File: config.mk
export PLATFORM = sky130hd
export DESIGN_NAME = sd_spi_cmd_engine
export DESIGN_NICKNAME = d
export VERILOG_FILES = /design/src/rtl/sd_spi_cmd_engine.sv
export SDC_FILE = /design/constraint.sdc
export NUM_CORES = 1
export LEC_CHECK = 0
export CAP_MARGIN = 0
export CORE_UTILIZATION = 35
export CTS_CLUSTER_DIAMETER = 50
export CTS_CLUSTER_SIZE = 14
export DETAILED_ROUTE_END_ITERATION = 7
export HOLD_SLACK_MARGIN = 0.12
export PLACE_DENSITY_LB_ADDON = 0.25
export SETUP_SLACK_MARGIN = 0.02
export SLEW_MARGIN = 20
export SYNTH_ARGS = -nofsm -noshare
export SYNTH_HDL_FRONTEND = slang
export SYNTH_SLANG_ARGS = --single-unit
File: constraint.sdc
create_clock -name clk -period 4.5 [get_ports clk]
set_clock_uncertainty 0.05 [all_clocks]
set_input_delay 0.45 -clock clk [delete_from_list [all_inputs] [get_ports clk]]
set_output_delay 0.45 -clock clk [all_outputs]
set_load 0.005 [all_outputs]
File: src/rtl/sd_spi_cmd_engine.sv
// SPI-mode SD command engine: sends a 48-bit command frame on DI, optionally
// collects an R1 or R3/R7 response from DO with an NCR timeout, then clocks
// TAIL_BITS idle bits with CS deasserted.
module sd_spi_cmd_engine #(
  parameter int unsigned CLK_DIV   = 4,
  parameter int unsigned NCR_MAX   = 8,
  parameter int unsigned TAIL_BITS = 8
) (
  input  logic        clk,
  input  logic        rst,
  input  logic [5:0]  index,
  input  logic [31:0] argument,
  input  logic [1:0]  respLen,
  input  logic        isStart,
  output logic        isBusy,
  output logic        isFinish,
  output logic        isTimeout,
  output logic [39:0] response,
  output logic        SCLK,
  output logic        CS,
  output logic        DI,
  input  logic        DO
);

  localparam int unsigned DIV_W    = (CLK_DIV > 1) ? $clog2(CLK_DIV) : 1;
  localparam int unsigned NCR_BITS = NCR_MAX * 8;
  localparam int unsigned CNT_MAX0 = (NCR_BITS > 48) ? NCR_BITS : 48;
  localparam int unsigned CNT_MAX  = (TAIL_BITS > CNT_MAX0) ? TAIL_BITS : CNT_MAX0;
  localparam int unsigned CNT_W    = $clog2(CNT_MAX + 1);

  typedef enum logic [2:0] {
    S_IDLE, S_SEND, S_WAIT, S_RECV, S_TAIL, S_DONE
  } state_t;

  state_t           state;
  logic [DIV_W-1:0] div_cnt;
  logic             phase;     // 0: SCLK low half, 1: SCLK high half
  logic [CNT_W-1:0] bit_cnt;
  logic [47:0]      tx_sr;
  logic             long_r;    // 40-bit response expected
  logic             none_r;    // no response expected
  logic             do_bit;    // DO sampled at the SCLK rising edge
  logic [47:0]      frame_c;
  logic             tick_c;
  logic             bit_end_c;
  logic [CNT_W-1:0] rx_last_c;

  // CRC7 (x^7 + x^3 + 1, init 0) over the first 40 frame bits, MSB first
  function automatic logic [6:0] crc7(input logic [39:0] d);
    logic [6:0] c;
    logic       fb;
    c = 7'h00;
    for (int i = 39; i >= 0; i--) begin
      fb = d[i] ^ c[6];
      c  = {c[5:0], 1'b0};
      if (fb) c = c ^ 7'h09;
    end
    return c;
  endfunction

  // Frame assembled from the live inputs; only used at start acceptance
  always_comb begin
    frame_c = {2'b01, index, argument, crc7({2'b01, index, argument}), 1'b1};
  end

  // Divider tick, end-of-bit strobe and last receive bit index
  always_comb begin
    tick_c    = (div_cnt == DIV_W'(CLK_DIV - 1));
    bit_end_c = tick_c && phase;
    rx_last_c = long_r ? CNT_W'(39) : CNT_W'(7);
  end

  // Command FSM with SCLK generation and registered pin/status outputs
  always_ff @(posedge clk) begin
    if (rst) begin
      state     <= S_IDLE;
      div_cnt   <= '0;
      phase     <= 1'b0;
      bit_cnt   <= '0;
      tx_sr     <= '1;
      long_r    <= 1'b0;
      none_r    <= 1'b0;
      do_bit    <= 1'b1;
      isBusy    <= 1'b0;
      isFinish  <= 1'b0;
      isTimeout <= 1'b0;
      response  <= '0;
      SCLK      <= 1'b0;
      CS        <= 1'b1;
      DI        <= 1'b1;
    end else begin
      if (state inside {S_SEND, S_WAIT, S_RECV, S_TAIL}) begin
        if (tick_c) begin
          div_cnt <= '0;
          phase   <= ~phase;
          SCLK    <= ~phase;
          if (!phase) do_bit <= DO;
        end else begin
          div_cnt <= div_cnt + DIV_W'(1);
        end
      end

      case (state)
        S_IDLE: begin
          if (isStart) begin
            tx_sr     <= {frame_c[46:0], 1'b1};
            DI        <= frame_c[47];
            CS        <= 1'b0;
            isBusy    <= 1'b1;
            response  <= '0;
            isTimeout <= 1'b0;
            long_r    <= (respLen == 2'd2);
            none_r    <= (respLen == 2'd0);
            bit_cnt   <= '0;
            div_cnt   <= '0;
            phase     <= 1'b0;
            SCLK      <= 1'b0;
            state     <= S_SEND;
          end
        end
        S_SEND: begin
          if (bit_end_c) begin
            if (bit_cnt == CNT_W'(47)) begin
              bit_cnt <= '0;
              DI      <= 1'b1;
              if (none_r) begin
                CS    <= 1'b1;
                state <= S_TAIL;
              end else begin
                state <= S_WAIT;
              end
            end else begin
              bit_cnt <= bit_cnt + CNT_W'(1);
              DI      <= tx_sr[47];
              tx_sr   <= {tx_sr[46:0], 1'b1};
            end
          end
        end
        S_WAIT: begin
          if (bit_end_c) begin
            if (!do_bit) begin
              response <= {response[38:0], 1'b0};
              bit_cnt  <= CNT_W'(1);
              state    <= S_RECV;
            end else if (bit_cnt == CNT_W'(NCR_BITS - 1)) begin
              isTimeout <= 1'b1;
              response  <= long_r ? 40'hFF_FFFF_FFFF : 40'h00_0000_00FF;
              bit_cnt   <= '0;
              CS        <= 1'b1;
              state     <= S_TAIL;
            end else begin
              bit_cnt <= bit_cnt + CNT_W'(1);
            end
          end
        end
        S_RECV: begin
          if (bit_end_c) begin
            response <= {response[38:0], do_bit};
            if (bit_cnt == rx_last_c) begin
              bit_cnt <= '0;
              CS      <= 1'b1;
              state   <= S_TAIL;
            end else begin
              bit_cnt <= bit_cnt + CNT_W'(1);
            end
          end
        end
        S_TAIL: begin
          if (bit_end_c) begin
            if (bit_cnt == CNT_W'(TAIL_BITS - 1)) begin
              bit_cnt  <= '0;
              isBusy   <= 1'b0;
              isFinish <= 1'b1;
              state    <= S_DONE;
            end else begin
              bit_cnt <= bit_cnt + CNT_W'(1);
            end
          end
        end
        S_DONE: begin
          if (!isStart) begin
            isFinish <= 1'b0;
            state    <= S_IDLE;
          end
        end
        default: state <= S_IDLE;
      endcase
    end
  end

endmodule

---- Word level (Yosys, flattened, before mapping) ----
Cells that the tools add are included.
storage, ports and cells
  flip-flop bits (word level) ............. 110
  bits in latches ......................... 0
  RAM bits ................................ 0
  ROM bits ................................ 0
  input bits .............................. 44
  output and inout port bits .............. 46
  logic and storage cells ................. 247
  memories ................................ 0
cells by class
  add/sub/neg operators ................... 2
  $mul .................................... 0
  divide/modulo/power cells ............... 0
  magnitude comparators ................... 0
  equal/unequal tests ..................... 25
  shift operators ......................... 0
  muxes and demuxes ....................... 108
  bitwise gates (word level) .............. 75
  reductions and logical operators ........ 22
operators with widths
  operator             count
  $mux 40              6
  $mux 4               38
  $mux 48              3
  $pmux 40 s3          1
  $pmux 48 s2          1
  $not 2->2            37
  $mux 7               10
  $mux 3               12
  $pmux 7 s5           1
  $xor 1x1->1          34
  $mux 1               25
  $reduce_and 10->1    2
  $ne 2x2->1 const B   9
  $pmux 3 s6           1
  $eq 7x6->1 const B   2
  $reduce_and 4->1     3
  $reduce_and 5->1     2
  $mux 2               4
  $ne 2x1->1 const B   4
  $pmux 1 s2           4
  $reduce_bool 2->1    4
  $reduce_bool 4->1    2
  $add 7x1->7 const B  1
  $eq 7x3->1 const B   1
  other kinds (19)     25

---- Longest topological paths before layout ----
Gate-level depths: netlist of run 1.
  depth after elaboration ................. 77
  mapped depth ............................ 9
  mapped depth without buffers ............ 8

---- Worst setup path before layout of run 1 ----
No wires, ideal clock.
  path kind ............................... input-to-reg
  start ................................... input index[5]
  end ..................................... register tx_sr[3]
  library setup time ...................... 0.058 ns
  arrival time ............................ 2.358 ns
  required time ........................... 4.392 ns
  path slack .............................. 2.034 ns
  stages .................................. 6
  buffers on the path ..................... 0
  path through ............................ xnor3_2 -> xnor3_1 -> xnor3_2 -> xnor3_2 -> a211oi_2 -> a211o_1
on the way
  word-level cells in the longest chain between the ends .. 32
  elaborated cells on any way between the ends .. 67
  classes of those cells .................. mux: 37; bitwise: 30
ends and longest elaborated chain
  item                                                              RTL line  RTL
  start, declared                                                   11        input logic [5:0] index,
  $mux 4 (*)                                                        56        if (fb) c = c ^ 7'h09;
  $xor 1x1->1 / $mux 4 (equally long branches)                      54, 56
  $mux 4                                                            56
  $xor 1x1->1 (tied with other cells)                               54        fb = d[i] ^ c[6];
  $mux 4                                                            56
  $mux 4 (tied with other cells)                                    56
  $mux 4                                                            56
  $not 2->2 (no source line) (tied with other cells)                --
  [15 not listed]                                                   --
  $mux 4 (tied with other cells)                                    56
  $mux 4                                                            56
  $not 2->2 (no source line) / $xor 1x1->1 (equally long branches)  --
  $mux 4 (*)                                                        56
  $xor 1x1->1 (*)                                                   54
  $mux 4 (*) (2 in a row)                                           56
  $mux 48 (*)                                                       105       if (isStart) begin
  $pmux 48 s2 (*)                                                   103       case (state)
  end signal, assigned                                              106       tx_sr <= {frame_c[46:0], 1'b1};
  end signal, assigned                                              135       tx_sr <= {tx_sr[46:0], 1'b1};
  end, declared                                                     39        logic [47:0] tx_sr;
Mark *: on every way between the ends. The rest lies on a longest branch, timed or not. The select of a mux whose other input is x is not followed.
A chain may end at the register's enable or synchronous reset.

---- Final worst setup path of run 1 ----
  start ................................... register state[1]
  end ..................................... register tx_sr[42]
on the way
  word-level cells in the longest chain between the ends .. 3
  elaborated cells on any way between the ends .. 8
  classes of those cells .................. eq/ne: 4; mux: 1; reduce/logical: 3
ends and longest elaborated chain
  item                                                                     RTL line  RTL
  start, declared                                                          35        state_t state;
  start signal, assigned                                                   76        state <= S_IDLE;
  start signal, assigned                                                   118       state <= S_SEND;
  start signal, assigned                                                   128       state <= S_TAIL;
  $eq 3x1->1 / $logic_not 3->1 (equally long branches)                     103
  $ne 2x2->1 (no source line) / $reduce_bool 2->1 (equally long branches)  --
  $reduce_and 4->1 (no source line)                                        --
Parallel ways exist; a longest one is shown, timed or not.

==> results of run 1 <==
[per-stage QoR]
step	cell area, sq um	power (uW)
2_1_floorplan	5700	3270
3_3_place_gp	6700	3830
3_5_place_dp	6700	3900
4_1_cts	6990	4690
5_1_grt	6990	5030
6_report	6990	4650
[how the worst min path moves through the flow]
| stage | startpoint | end | slack [ns] | cells after the start |
|---|---|---|---|---|
| CTS | tx_sr[25]$_SDFFE_PP1P_ | tx_sr[25]$_SDFFE_PP1P_ | 0.42 | 1 |
| global placement | tx_sr[28]$_SDFFE_PP1P_ | tx_sr[28]$_SDFFE_PP1P_ | 0.39 | 1 |
| detailed placement | tx_sr[32]$_SDFFE_PP1P_ | tx_sr[32]$_SDFFE_PP1P_ | 0.40 | 1 |
| floorplan | tx_sr[10]$_SDFFE_PP1P_ | tx_sr[10]$_SDFFE_PP1P_ | 0.39 | 1 |
| global route | tx_sr[19]$_SDFFE_PP1P_ | tx_sr[19]$_SDFFE_PP1P_ | 0.43 | 1 |
| finish | tx_sr[25]$_SDFFE_PP1P_ | tx_sr[25]$_SDFFE_PP1P_ | 0.42 | 1 |
[layout make-up]
type,count,area [sq um],area share (%)
clock buffers,9,225,3.22
flip-flops and latches,108,2160,30.9
multi-input cells,509,3310,47.3
clock inverters,7,60.1,0.859
repair buffers,97,948,13.6
well taps,216,270,3.87
inverters,4,15.0,0.215
[synth_stat cells, types with 7 or more instances]
| master | count | area (sq um) |
|---|---|---|
| dfxtp_1 | 108 | 2160 |
| nand2_1 | 98 | 368 |
| a21oi_1 | 90 | 450 |
| nor2_1 | 75 | 282 |
| clkbuf_1 | 46 | 173 |
| a211o_1 | 40 | 350 |
| nor3_1 | 34 | 170 |
| xnor2_1 | 28 | 245 |
| o21ai_0 | 17 | 85.1 |
| a211oi_1 | 13 | 97.6 |
| xnor3_1 | 10 | 225 |
| xor2_1 | 9 | 78.8 |
| nand2b_1 | 8 | 50.1 |
| nor2b_1 | 8 | 50.1 |
| buf_2 | 7 | 35.0 |
| xnor3_2 | 7 | 166 |
[power by group]
group	internal (uW)	total [uW]	switching, uW	leakage (uW)
Combinational	1150	2430	1270	0.00172
Clock	386	767	381	0.000145
Sequential	1270	1460	187	0.000891
[sequential cells by signal, summed over array words and instances (netlist names)]
| register | count |
|---|---|
| CS | 1 |
| DI | 1 |
| SCLK | 1 |
| bit_cnt | 7 |
| div_cnt | 2 |
| do_bit | 1 |
| isBusy | 1 |
| isFinish | 1 |
| isTimeout | 1 |
| long_r | 1 |
| none_r | 1 |
| phase | 1 |
| response | 40 |
| state | 3 |
| tx_sr | 46 |
[routing by layer]
layer / GRT usage (%) / vias to the layer above
li1: - / 2475
met1: 21.5 / 2330
met2: 28.3 / 127
met3: 5.82 / 14
met4: 4.04 / 0
met5: 0 / -
[logic make-up after synthesis]
kind of cell | after synthesis | share of synthesized area [%]
xor+xnor | 61 | 15.0
flops | 108 | 38.0
simple gates | 243 | 18.5
buf+inv | 60 | 4.37
fa+ha+maj | 3 | 0.659
compound gates | 196 | 22.4
mux | 6 | 1.08
==> results.txt, run 1 <==
Setup violators final = 0
Hold Worst Slack = 0.415 ns
Most common cell after layout, fill and taps aside = dfxtp_1
Layout area overhead = 22.7%
Core Area = 15900 sq um
Ys flop type = dfxtp_1
Buffer depth of the longest clock path = 2
Mapped Area = 5700 sq um
CP Cell Sequence = nor2_1 -> nand2_1 -> a22o_2 -> buf_4 -> a21oi_1 -> a211o_1
Crit path required time = 4.70 ns
Worst reg2reg startpoint = state[1]$_SDFFE_PP0P_
Fin cells = 950
DRT Pass-1 Iters = 7
Yosys Warn Count = 0
Post-Place Cells = 934
Initial antenna violation count = 0
Max Fanout on Critical Path = 58
# fillers = 1581
Met3 WL = 1050 um
Post-CTS Repair Setup Buffers = 0
Worst Setup EP = tx_sr[42]$_SDFFE_PP1P_
FP Rows = 46
CP max-delay cell = a22o_2
Clock-pin slew on the worst setup and hold paths = 0.08 ns
# IOs = 90
Crit. Startpoint = state[1]$_SDFFE_PP0P_
Peak supply drop = 0.275 mV
Register area share after synthesis = 38.0%
GPL Wtd Cong = 0.820
Worst Hold Class = reg2reg
CTS Root Cell = clkbuf_16
EDFF count, synth = 0
Clock sink count = 108
PwrDens = 666 nW/um^2
Final #Nets = 776
CP Buf/Inv Count = 1
TritonCTS clock tree = yes
First-pass GRT wire length = 22800 um
Ys async rst share = 0%
Hold buffer count at CTS = 0
Dpl ws = 1.12 ns
Crit path DAT = 3.49 ns
Setup crit end kind = register
Count of different cell masters after synthesis = 59
Vias in the first global route = 4705
Syn nets = 724
Flop2flop setup slack = 1.20 ns
Num CTS Buffers = 9
Unrepaired setup endpoints after global routing = false
Slew Viols, Final = 0
Skew-Pair Late Insertion Delay = 0.35 ns
Die Ht = 130 um
# diodes = 0
Largest net degree at the start of global routing = 63
Worst slew pin tran = 1.07 ns
Avg WL per Cell = 14.9 um
Gr ovfl total = 0
Routed WL = 14100 um
Met1 wire length = 6570 um
Post-DRT Antenna Nets = 0
Worst r2r path cells = 6
Vias per cell = 5.21
HPWL after DPL = 9530 um
Setup TNS = 0 ns
Critical path's top delay family = compound AO/OA/AOI/OAI gates
Starting density of the core = 35.9%
CTS-repair resized insts = 0
Reg2reg end = tx_sr[42]$_SDFFE_PP1P_
Via count = 4946
Tcrit/Tclk final = 73.3%
Die area = 16800 sq um
Final core area utilization = 44.0%
Worst setup SP type = register
WP depth = 6
Kind of critical path = reg2reg
Maximum clock frequency = 303 MHz
Max_slew headroom = 28.4%
Worst stage delay on the critical path = 0.90 ns
Outcome = finished clean
Hold Fails Final Rpt = 0
Leak Pwr = 0.00276 uW
Met2 WL = 6380 um
Most frequent cells in the layout = dfxtp_1, nand2_1, a21oi_1
Drt drc = 0
Highest Signal Layer = met4
Minimum clock period = 3.30 ns
Synth Area per Inst = 8.41 sq um
Iter 0 DRT Violations = 322
Synthesis-stage register bit count = 108
Max cap viols = 0
All-Layer GR Usage = 17.1%
Share of post-route cells with drive strength above 1 = 6.40%
H-Tree Depth = 3
Final WS setup = 1.20 ns
IO buf count = 89
Synth Instances = 677
Die width = 130 um
Power figures use the tool's default switching activity.
==> run 2: changes to the inputs <==
==> constraint.sdc (replaced) <==
create_clock -name clk -period 2.8 [get_ports clk]
set_clock_uncertainty 0.05 [all_clocks]
set_input_delay 0.28 -clock clk [delete_from_list [all_inputs] [get_ports clk]]
set_output_delay 0.28 -clock clk [all_outputs]
set_load 0.005 [all_outputs]
==> run 2 against run 1 <==
Critical path depth increased by 1. Via count increased by 1.9%. Utilization up 1.5 points. Flip-flop and latch count unchanged.
==> results.txt, run 2 (synthesis gave the netlist of run 1 again) <==
Leak Pwr = 0.00289 uW
Peak supply drop = 0.578 mV
Setup TNS = 0 ns
Kind of critical path = in2reg
Routed WL = 14600 um
Num CTS Buffers = 9
Worst reg2reg startpoint = bit_cnt[0]$_SDFFE_PP0P_
HPWL after DPL = 10100 um
FP Rows = 46
Dpl ws = -0.138 ns
Final instance area = 7230 sq um
Fin cells = 978
Post-DRT Antenna Nets = 0
Minimum clock period = 2.58 ns
CTS Root Cell = clkbuf_16
Die width = 130 um
Setup violators final = 0
Gr ovfl total = 0
Drt drc = 0
Worst setup SP type = input port
Hold buffer count at CTS = 0
Worst r2r path cells = 7
Die area = 16800 sq um
Max Fanout on Critical Path = 3
Max_slew headroom = 55.5%
Unrepaired setup endpoints after global routing = false
Layout area overhead = 26.9%
H-Tree Depth = 3
# IOs = 90
Crit path DAT = 2.76 ns
DRT Pass-1 Iters = 6
Worst Setup EP = tx_sr[3]$_SDFFE_PP1P_
Worst slew pin tran = 0.663 ns
Outcome = finished clean
CTS-repair resized insts = 0
Flop2flop setup slack = 0.41 ns
Via count = 5041
Starting density of the core = 35.9%
Most frequent cells in the layout = dfxtp_1, nand2_1, a21oi_1
Vias per cell = 5.15
Max reg flops = 46
IO buf count = 89
Core Area = 15900 sq um
# fillers = 1576
Final WS setup = 0.216 ns
Clock sink count = 108
# diodes = 0
DP Area = 6940 sq um
Largest net degree at the start of global routing = 90
Slew Viols, Final = 0
Post-Place Cells = 962
Buffer depth of the longest clock path = 2
Tcrit/Tclk final = 92.3%
Iter 0 DRT Violations = 275
Biggest register = tx_sr
Skew-Pair Late Insertion Delay = 0.35 ns
Reg2reg end = response[7]$_SDFFE_PP0P_
GPL Wtd Cong = 0.816
Crit. Startpoint = index[5]
Post-CTS Repair Setup Buffers = 0
Final #Nets = 804
TritonCTS clock tree = yes
Hold Fails Final Rpt = 0
Avg WL per Cell = 15.0 um
Setup crit end kind = register
PwrDens = 1060 nW/um^2
Most common cell after layout, fill and taps aside = dfxtp_1
First-pass GRT wire length = 23800 um
Worst Hold Class = in2reg
Max cap viols = 0
Die Ht = 130 um
Maximum clock frequency = 387 MHz
Initial antenna violation count = 0
Share of post-route cells with drive strength above 1 = 9.71%
All-Layer GR Usage = 17.9%
Clock-pin slew on the worst setup and hold paths = 0.08 ns
Vias in the first global route = 4811
Biggest regs = tx_sr: 46 flops, response: 40 flops, bit_cnt: 7 flops
Crit path required time = 2.98 ns
[run 2: cell types whose count changed in the layout (fill, tap and decap cells not counted), sizes merged]
cell	previous run	this run
buf	9	37
clkbuf	9	12
clkinv	4	1
clkinvlp	0	2
inv	7	5
[run 2: how the worst min path moves through the flow]
stage	start	depth (start not counted)	to	slack, ns
after floorplan	DO	2	do_bit$_SDFFE_PP1P_	0.35
after global placement	tx_sr[45]$_SDFFE_PP1P_	1	tx_sr[45]$_SDFFE_PP1P_	0.39
after detailed placement	tx_sr[14]$_SDFFE_PP1P_	1	tx_sr[14]$_SDFFE_PP1P_	0.40
after CTS	rst	2	state[0]$_SDFFE_PP0P_	0.31
after global routing	rst	2	state[1]$_SDFFE_PP0P_	0.33
final	rst	2	state[1]$_SDFFE_PP0P_	0.31
[run 2: worst max-delay path: stages]
cell and delay [ns]:
clkdlybuf4s50_1 0.53, xnor3_2 0.46, xnor3_1 0.37, xnor3_2 0.42
xnor3_2 0.34, a211oi_2 0.07, a211o_1 0.29
[run 2: layout make-up]
cell class              instances  area [sq um]  area share, %
clock buffers                  12           256           3.55
clock inverters                 4          32.5          0.450
inverters                       4          15.0          0.208
multi-input cells             509          3310           45.8
flip-flops and latches        108          2160           29.9
well taps                     216           270           3.74
repair buffers                125          1180           16.4
[run 2: metrics by stage]
step | power, uW | utilization, % | hold slack, ns
after floorplan | 5260 | - | 0.354
after global placement | 6330 | 43.7 | 0.394
after detailed placement | 6460 | 43.7 | 0.399
after CTS | 7730 | 45.5 | 0.309
after global routing | 8280 | 45.5 | 0.330
final | 7650 | 45.5 | 0.314
[run 2: report_power, final]
group	switching, uW	internal [uW]
sequential	323	2040
clock	574	658
combinational	2060	1990
total	2960	4690
[run 2: per-layer routing]
layer / up-vias / track usage (%) / routed length, um
met5: - / 0 / 0
met3: 7 / 6.07 / 1150
met4: 0 / 3.90 / 91
li1: 2527 / - / -
met1: 2372 / 22.5 / 6580
met2: 135 / 29.8 / 6820
==> run 3: changes to the inputs <==
--- a/config.mk
+++ b/config.mk
@@ -5,10 +5,10 @@
 export SDC_FILE = /design/constraint.sdc
 export NUM_CORES = 1
 export LEC_CHECK = 0
+export ABC_CLOCK_PERIOD_IN_PS = 2800
 export CAP_MARGIN = 0
 export CORE_UTILIZATION = 35
 export CTS_CLUSTER_DIAMETER = 50
-export CTS_CLUSTER_SIZE = 14
 export DETAILED_ROUTE_END_ITERATION = 7
 export HOLD_SLACK_MARGIN = 0.12
 export PLACE_DENSITY_LB_ADDON = 0.25
==> results of run 3 <==
Same layout as run 2: the final DEF is identical, and so are final timing and power.
